$ cat src/rtl/prio_irq_ctrl.sv
// Registered priority interrupt controller: latches request events into a pending register and
// presents the highest-priority enabled pending line as an index, retired by ack.
module prio_irq_ctrl #(
    parameter int unsigned  N         = 8,
    parameter bit           EDGE      = 1'b1,
    parameter bit           MSB_FIRST = 1'b1,
    localparam int unsigned W         = $clog2(N)
) (
    input  logic         clk,
    input  logic         rst,
    input  logic [N-1:0] req,
    input  logic [N-1:0] en,
    input  logic         ack,
    output logic         valid,
    output logic [W-1:0] id,
    output logic [N-1:0] pend,
    output logic         lost
);

    logic [N-1:0] req_q;
    logic [N-1:0] pend_q, pend_d;
    logic [N-1:0] rise;
    logic [N-1:0] clr;
    logic [N-1:0] sel;
    logic         valid_q, valid_d;
    logic [W-1:0] id_q, id_d;
    logic         lost_q, lost_d;

    // ack only retires the id that is currently being presented.
    always_comb begin
        clr = '0;
        for (int unsigned i = 0; i < N; i++) begin
            clr[i] = ack && valid_q && (id_q == W'(i));
        end
    end

    always_comb begin
        rise    = EDGE ? (req & ~req_q) : '0;
        // Set wins over clear so a fresh event on the retiring line is kept.
        pend_d  = EDGE ? ((pend_q & ~clr) | rise) : req;
        lost_d  = EDGE ? (lost_q | (|(rise & pend_q & ~clr))) : 1'b0;
        sel     = pend_d & en;
        valid_d = |sel;
    end

    always_comb begin
        id_d = '0;
        if (MSB_FIRST) begin
            for (int unsigned i = 0; i < N; i++) begin
                if (sel[i]) begin
                    id_d = W'(i);
                end
            end
        end else begin
            for (int i = int'(N) - 1; i >= 0; i--) begin
                if (sel[i]) begin
                    id_d = W'(i);
                end
            end
        end
    end

    // req_q loads during reset too, so a line held high through reset gives no edge afterwards.
    always_ff @(posedge clk) begin
        req_q <= req;
        if (rst) begin
            pend_q  <= '0;
            valid_q <= 1'b0;
            id_q    <= '0;
            lost_q  <= 1'b0;
        end else begin
            pend_q  <= pend_d;
            valid_q <= valid_d;
            id_q    <= id_d;
            lost_q  <= lost_d;
        end
    end

    assign valid = valid_q;
    assign id    = id_q;
    assign pend  = pend_q;
    assign lost  = lost_q;

endmodule
$ cat config.mk
export PLATFORM = sky130hd
export DESIGN_NAME = prio_irq_ctrl
export DESIGN_NICKNAME = d
export VERILOG_FILES = /design/src/rtl/prio_irq_ctrl.sv
export SDC_FILE = /design/constraint.sdc
export NUM_CORES = 1
export LEC_CHECK = 0
export CAP_MARGIN = 20
export CELL_PAD_IN_SITES_DETAIL_PLACEMENT = 0
export CELL_PAD_IN_SITES_GLOBAL_PLACEMENT = 2
export CORE_MARGIN = 10
export CORE_UTILIZATION = 23
export CTS_CLUSTER_DIAMETER = 200
export CTS_CLUSTER_SIZE = 8
export DETAILED_ROUTE_END_ITERATION = 10
export PLACE_DENSITY_LB_ADDON = 0.05
export SETUP_SLACK_MARGIN = 0.3
export SYNTH_ARGS = -nofsm -noshare
export SYNTH_HDL_FRONTEND = slang
export SYNTH_SLANG_ARGS = --single-unit
$ cat constraint.sdc
create_clock -name clk -period 1.43 [get_ports clk]
set_clock_uncertainty 0.15 [all_clocks]
set_input_delay 0.286 -clock clk [delete_from_list [all_inputs] [get_ports clk]]
set_output_delay 0.286 -clock clk [all_outputs]
set_load 0.02 [all_outputs]
==> flow_metrics.py <==
metrics = {
    "run_status": {
        "status": "finished with violations",
        "violations": "negative setup slack",
    },
    "final_layout": {
        "fillers": 410,
        "area_delta_synth_final_pct": 75.03,
        "antennaDiodeCount": 0,
        "drive_gt1_share_pct": 48.13,
        "finalNetCount": 180,
        "multi_input_area_um2": 563.0,
        "ff_latch_area_um2": 442.9,
    },
    "yosys": {
        "synthArstFlopShare_pct": 0,
        "synth-simple-area-share_pct": 23.77,
        "synth_top_family_by_area": "compound AO/OA/AOI/OAI gates",
        "synth_edf_count": 0,
        "synth-seq-cells": 21,
        "yosysWarnings": 0,
        "synth_ff_type": "dfxtp_1",
        "synth_xor_area_share_pct": 0,
        "syn_inst": 103,
        "ys_top_cells_by_count": "dfxtp_1, a21oi_1, nand2_1, nor2_1, o21ai_0",
        "synth_compound_area_share_pct": 28.57,
        "synthAdderAreaFrac_pct": 0,
        "avgSynthCellArea_um2": 9.099,
        "synth.cell_area_um2": 937.1,
        "yosys.cell_count.top_type": "dfxtp_1",
        "ys_seq_area_share_pct": 44.86,
        "muxShareOfSynthArea_pct": 0,
        "ys_types": 36,
        "yosysTopAreaCell": "dfxtp_1",
        "yosys.area.top_type_share_pct": 44.86,
        "synth_nets": 122,
        "synthTopCellsByArea": "dfxtp_1, a21oi_1, nand2b_1",
    },
    "floorplanning": {
        "core_um2": 3971,
        "placementRows": 23,
        "die_area_um2": 7027,
        "num_io_pins": 32,
        "fp.dieW_um": 83.83,
        "die_h_um": 83.83,
        "start_util_pct": 23.60,
    },
    "pwr": {
        "comb_power_share_pct": 28.4,
        "clkPwrFrac_pct": 26.6,
        "p_int_mw": 1.058,
        "switchingPower_mw": 0.4326,
        "power_density_nw_per_um2": 908.6,
        "p_seq_share_pct": 45.0,
        "p_leak_nw": 0.6859,
        "ir_drop_v": 0.0003120,
        "switching_share_pct": 29.03,
    },
    "global_route": {
        "grt_max_degree": 13,
        "antenna_found_initial": 0,
        "grt_pass1_vias": 977,
        "overflow": 0,
        "grt_pass1_wl_um": 4678,
        "grtUsageTotal_pct": 8.032,
    },
    "worst_setup_path": {
        "cp.required_ps": 1450,
        "crit_arrival_ps": 1620,
        "crit_type": "flop to flop",
        "end_kind": "flop",
        "cp-start-kind": "flop",
        "crit_fanout": 5,
    },
    "timing": {
        "fmax_ghz": 0.6262,
        "whs_ps": 8.897,
        "tns_ps": -685.4,
        "grt_setup_unrepaired": "yes",
        "setup_ws_ps": -166.9,
        "tightest_slew_ps": 290.6,
        "post-route-period-util_pct": 111.7,
        "finalCriticalPeriod_ps": 1597,
        "slew_violations": 0,
        "slew-limit-headroom_pct": 80.52,
        "hold_viol": 0,
        "setup_viol": 7,
    },
    "clock_tree": {
        "clock-root-buffer": "clkbuf_8",
        "clkTransAtPathRegs_ps": 80,
        "cts_tree": "done",
        "clk_latency_ps": 260,
        "htreeDepth": 1,
        "cts_buffers": 3,
        "cts.sinks": 21,
        "clk_path_buf_depth": 2,
    },
    "placement": {
        "port_buffers": 31,
        "place_hpwl_um": 2341,
        "gp_congestion": 0.7419,
    },
    "detailed_routing": {
        "dr.pass1.iters": 4,
        "drc": 0,
        "wl_per_cell_um": 14.04,
        "wl_um": 2948,
        "via_count": 947,
        "viasPerCell": 4.510,
        "detailedRoute.firstIterationViolations": 42,
        "ant_nets": 0,
    },
    "worst_hold_path": {
        "min-delay-path-class": "input pin to flop",
    },
    "job": {
        "cap_violations": 0,
    },
}
==> cell families after synthesis <==
kind of cell / after synthesis
AOI/OAI and AO/OA: 38
and+or+nand+nor: 38
buffers and inverters: 6
DFF: 21
==> cell usage in the layout (no fill, tap or decap), types with 4 or more instances in the layout <==
| master | synthesis | routed |
|---|---|---|
| nand2b_1 | 5 | 5 |
| nand2_1 | 8 | 7 |
| dlygate4sd2_1 | 0 | 4 |
| o21ai_2 | 1 | 4 |
| a21oi_1 | 11 | 8 |
| dfxtp_2 | 0 | 9 |
| buf_4 | 1 | 22 |
| nor2_1 | 8 | 8 |
| clkdlybuf4s50_1 | 0 | 14 |
| buf_6 | 0 | 14 |
| dfxtp_1 | 21 | 9 |
| o21ai_1 | 4 | 4 |
| inv_1 | 4 | 4 |
==> repair_timing <==
action,4_1_cts,5_1_grt
buffers inserted,5,3
hold buffers,0,0
endpoints found under the setup margin,26,26
gates resized for setup,91,13
pin swaps,16,10
==> per-layer routing <==
metal | GRT usage, % | up-vias | part of all wire, %
met3 | 2.734 | 2 | 6.2
met4 | 3.196 | 0 | 0.75
li1 | - | 488 | -
met5 | 0 | - | 0
met2 | 11.99 | 20 | 44
met1 | 10.24 | 437 | 49
==> power groups by stage <==
stage          clock network (mW)  logic [mW]  registers [mW]
2_1_floorplan                   0       0.139           0.709
3_3_place_gp                    0       0.370           0.677
3_5_place_dp                    0       0.368           0.677
4_1_cts                     0.421       0.391           0.672
5_1_grt                     0.442       0.454           0.679
6_report                    0.396       0.423           0.671
==> area by class of cell <==
| type | instances | share of cell area, % |
|---|---|---|
| tap | 50 | 3.814 |
| clock inverter | 1 | 0.3051 |
| timing repair buffer | 55 | 31.12 |
| sequential | 21 | 27.00 |
| inverter | 4 | 0.9153 |
| multi-input combinational | 76 | 34.33 |
| clock buffer | 3 | 2.517 |
==> through the flow <==
stage          util, %  area, µm²  setup slack (ps)  instances  total power [mW]
6_report         41.30       1640            -166.9        210             1.490
5_1_grt          41.30       1640            -242.3        210             1.574
4_1_cts          39.26       1559            -186.2        207             1.484
3_5_place_dp     36.17       1436            -617.1        198             1.045
3_3_place_gp     36.17       1436            -603.5        198             1.047
2_1_floorplan        -      954.7            -76.48        103            0.8478
==> registers in the layout, indices dropped and copies added, names as in the netlist <==
signal  count
pend        8
req_q       8
valid       1
lost        1
id          3
==> worst max-delay path: stages (launching register included) <==
cell,delay (ps)
dfxtp_4,360
nand3b_1,230
o21a_2,280
o21ai_2,140
a221oi_2,80
o41ai_2,260
==> worst paths after layout <==
| path | endpoint | start | slack, ps | cells after the start |
|---|---|---|---|---|
| worst min register to register | pend[6]$_SDFF_PP0_ | pend[6]$_SDFF_PP0_ | 360 | 2 |
| worst max register to register | id[0]$_SDFF_PP0_ | id[2]$_SDFF_PP0_ | -170 | 5 |
| worst max-delay path | id[0]$_SDFF_PP0_ | id[2]$_SDFF_PP0_ | -170 | 5 |
| worst min-delay path | req_q[4]$_DFF_P_ | req[4] | 9 | 1 |
Power figures use the tool's default switching activity.
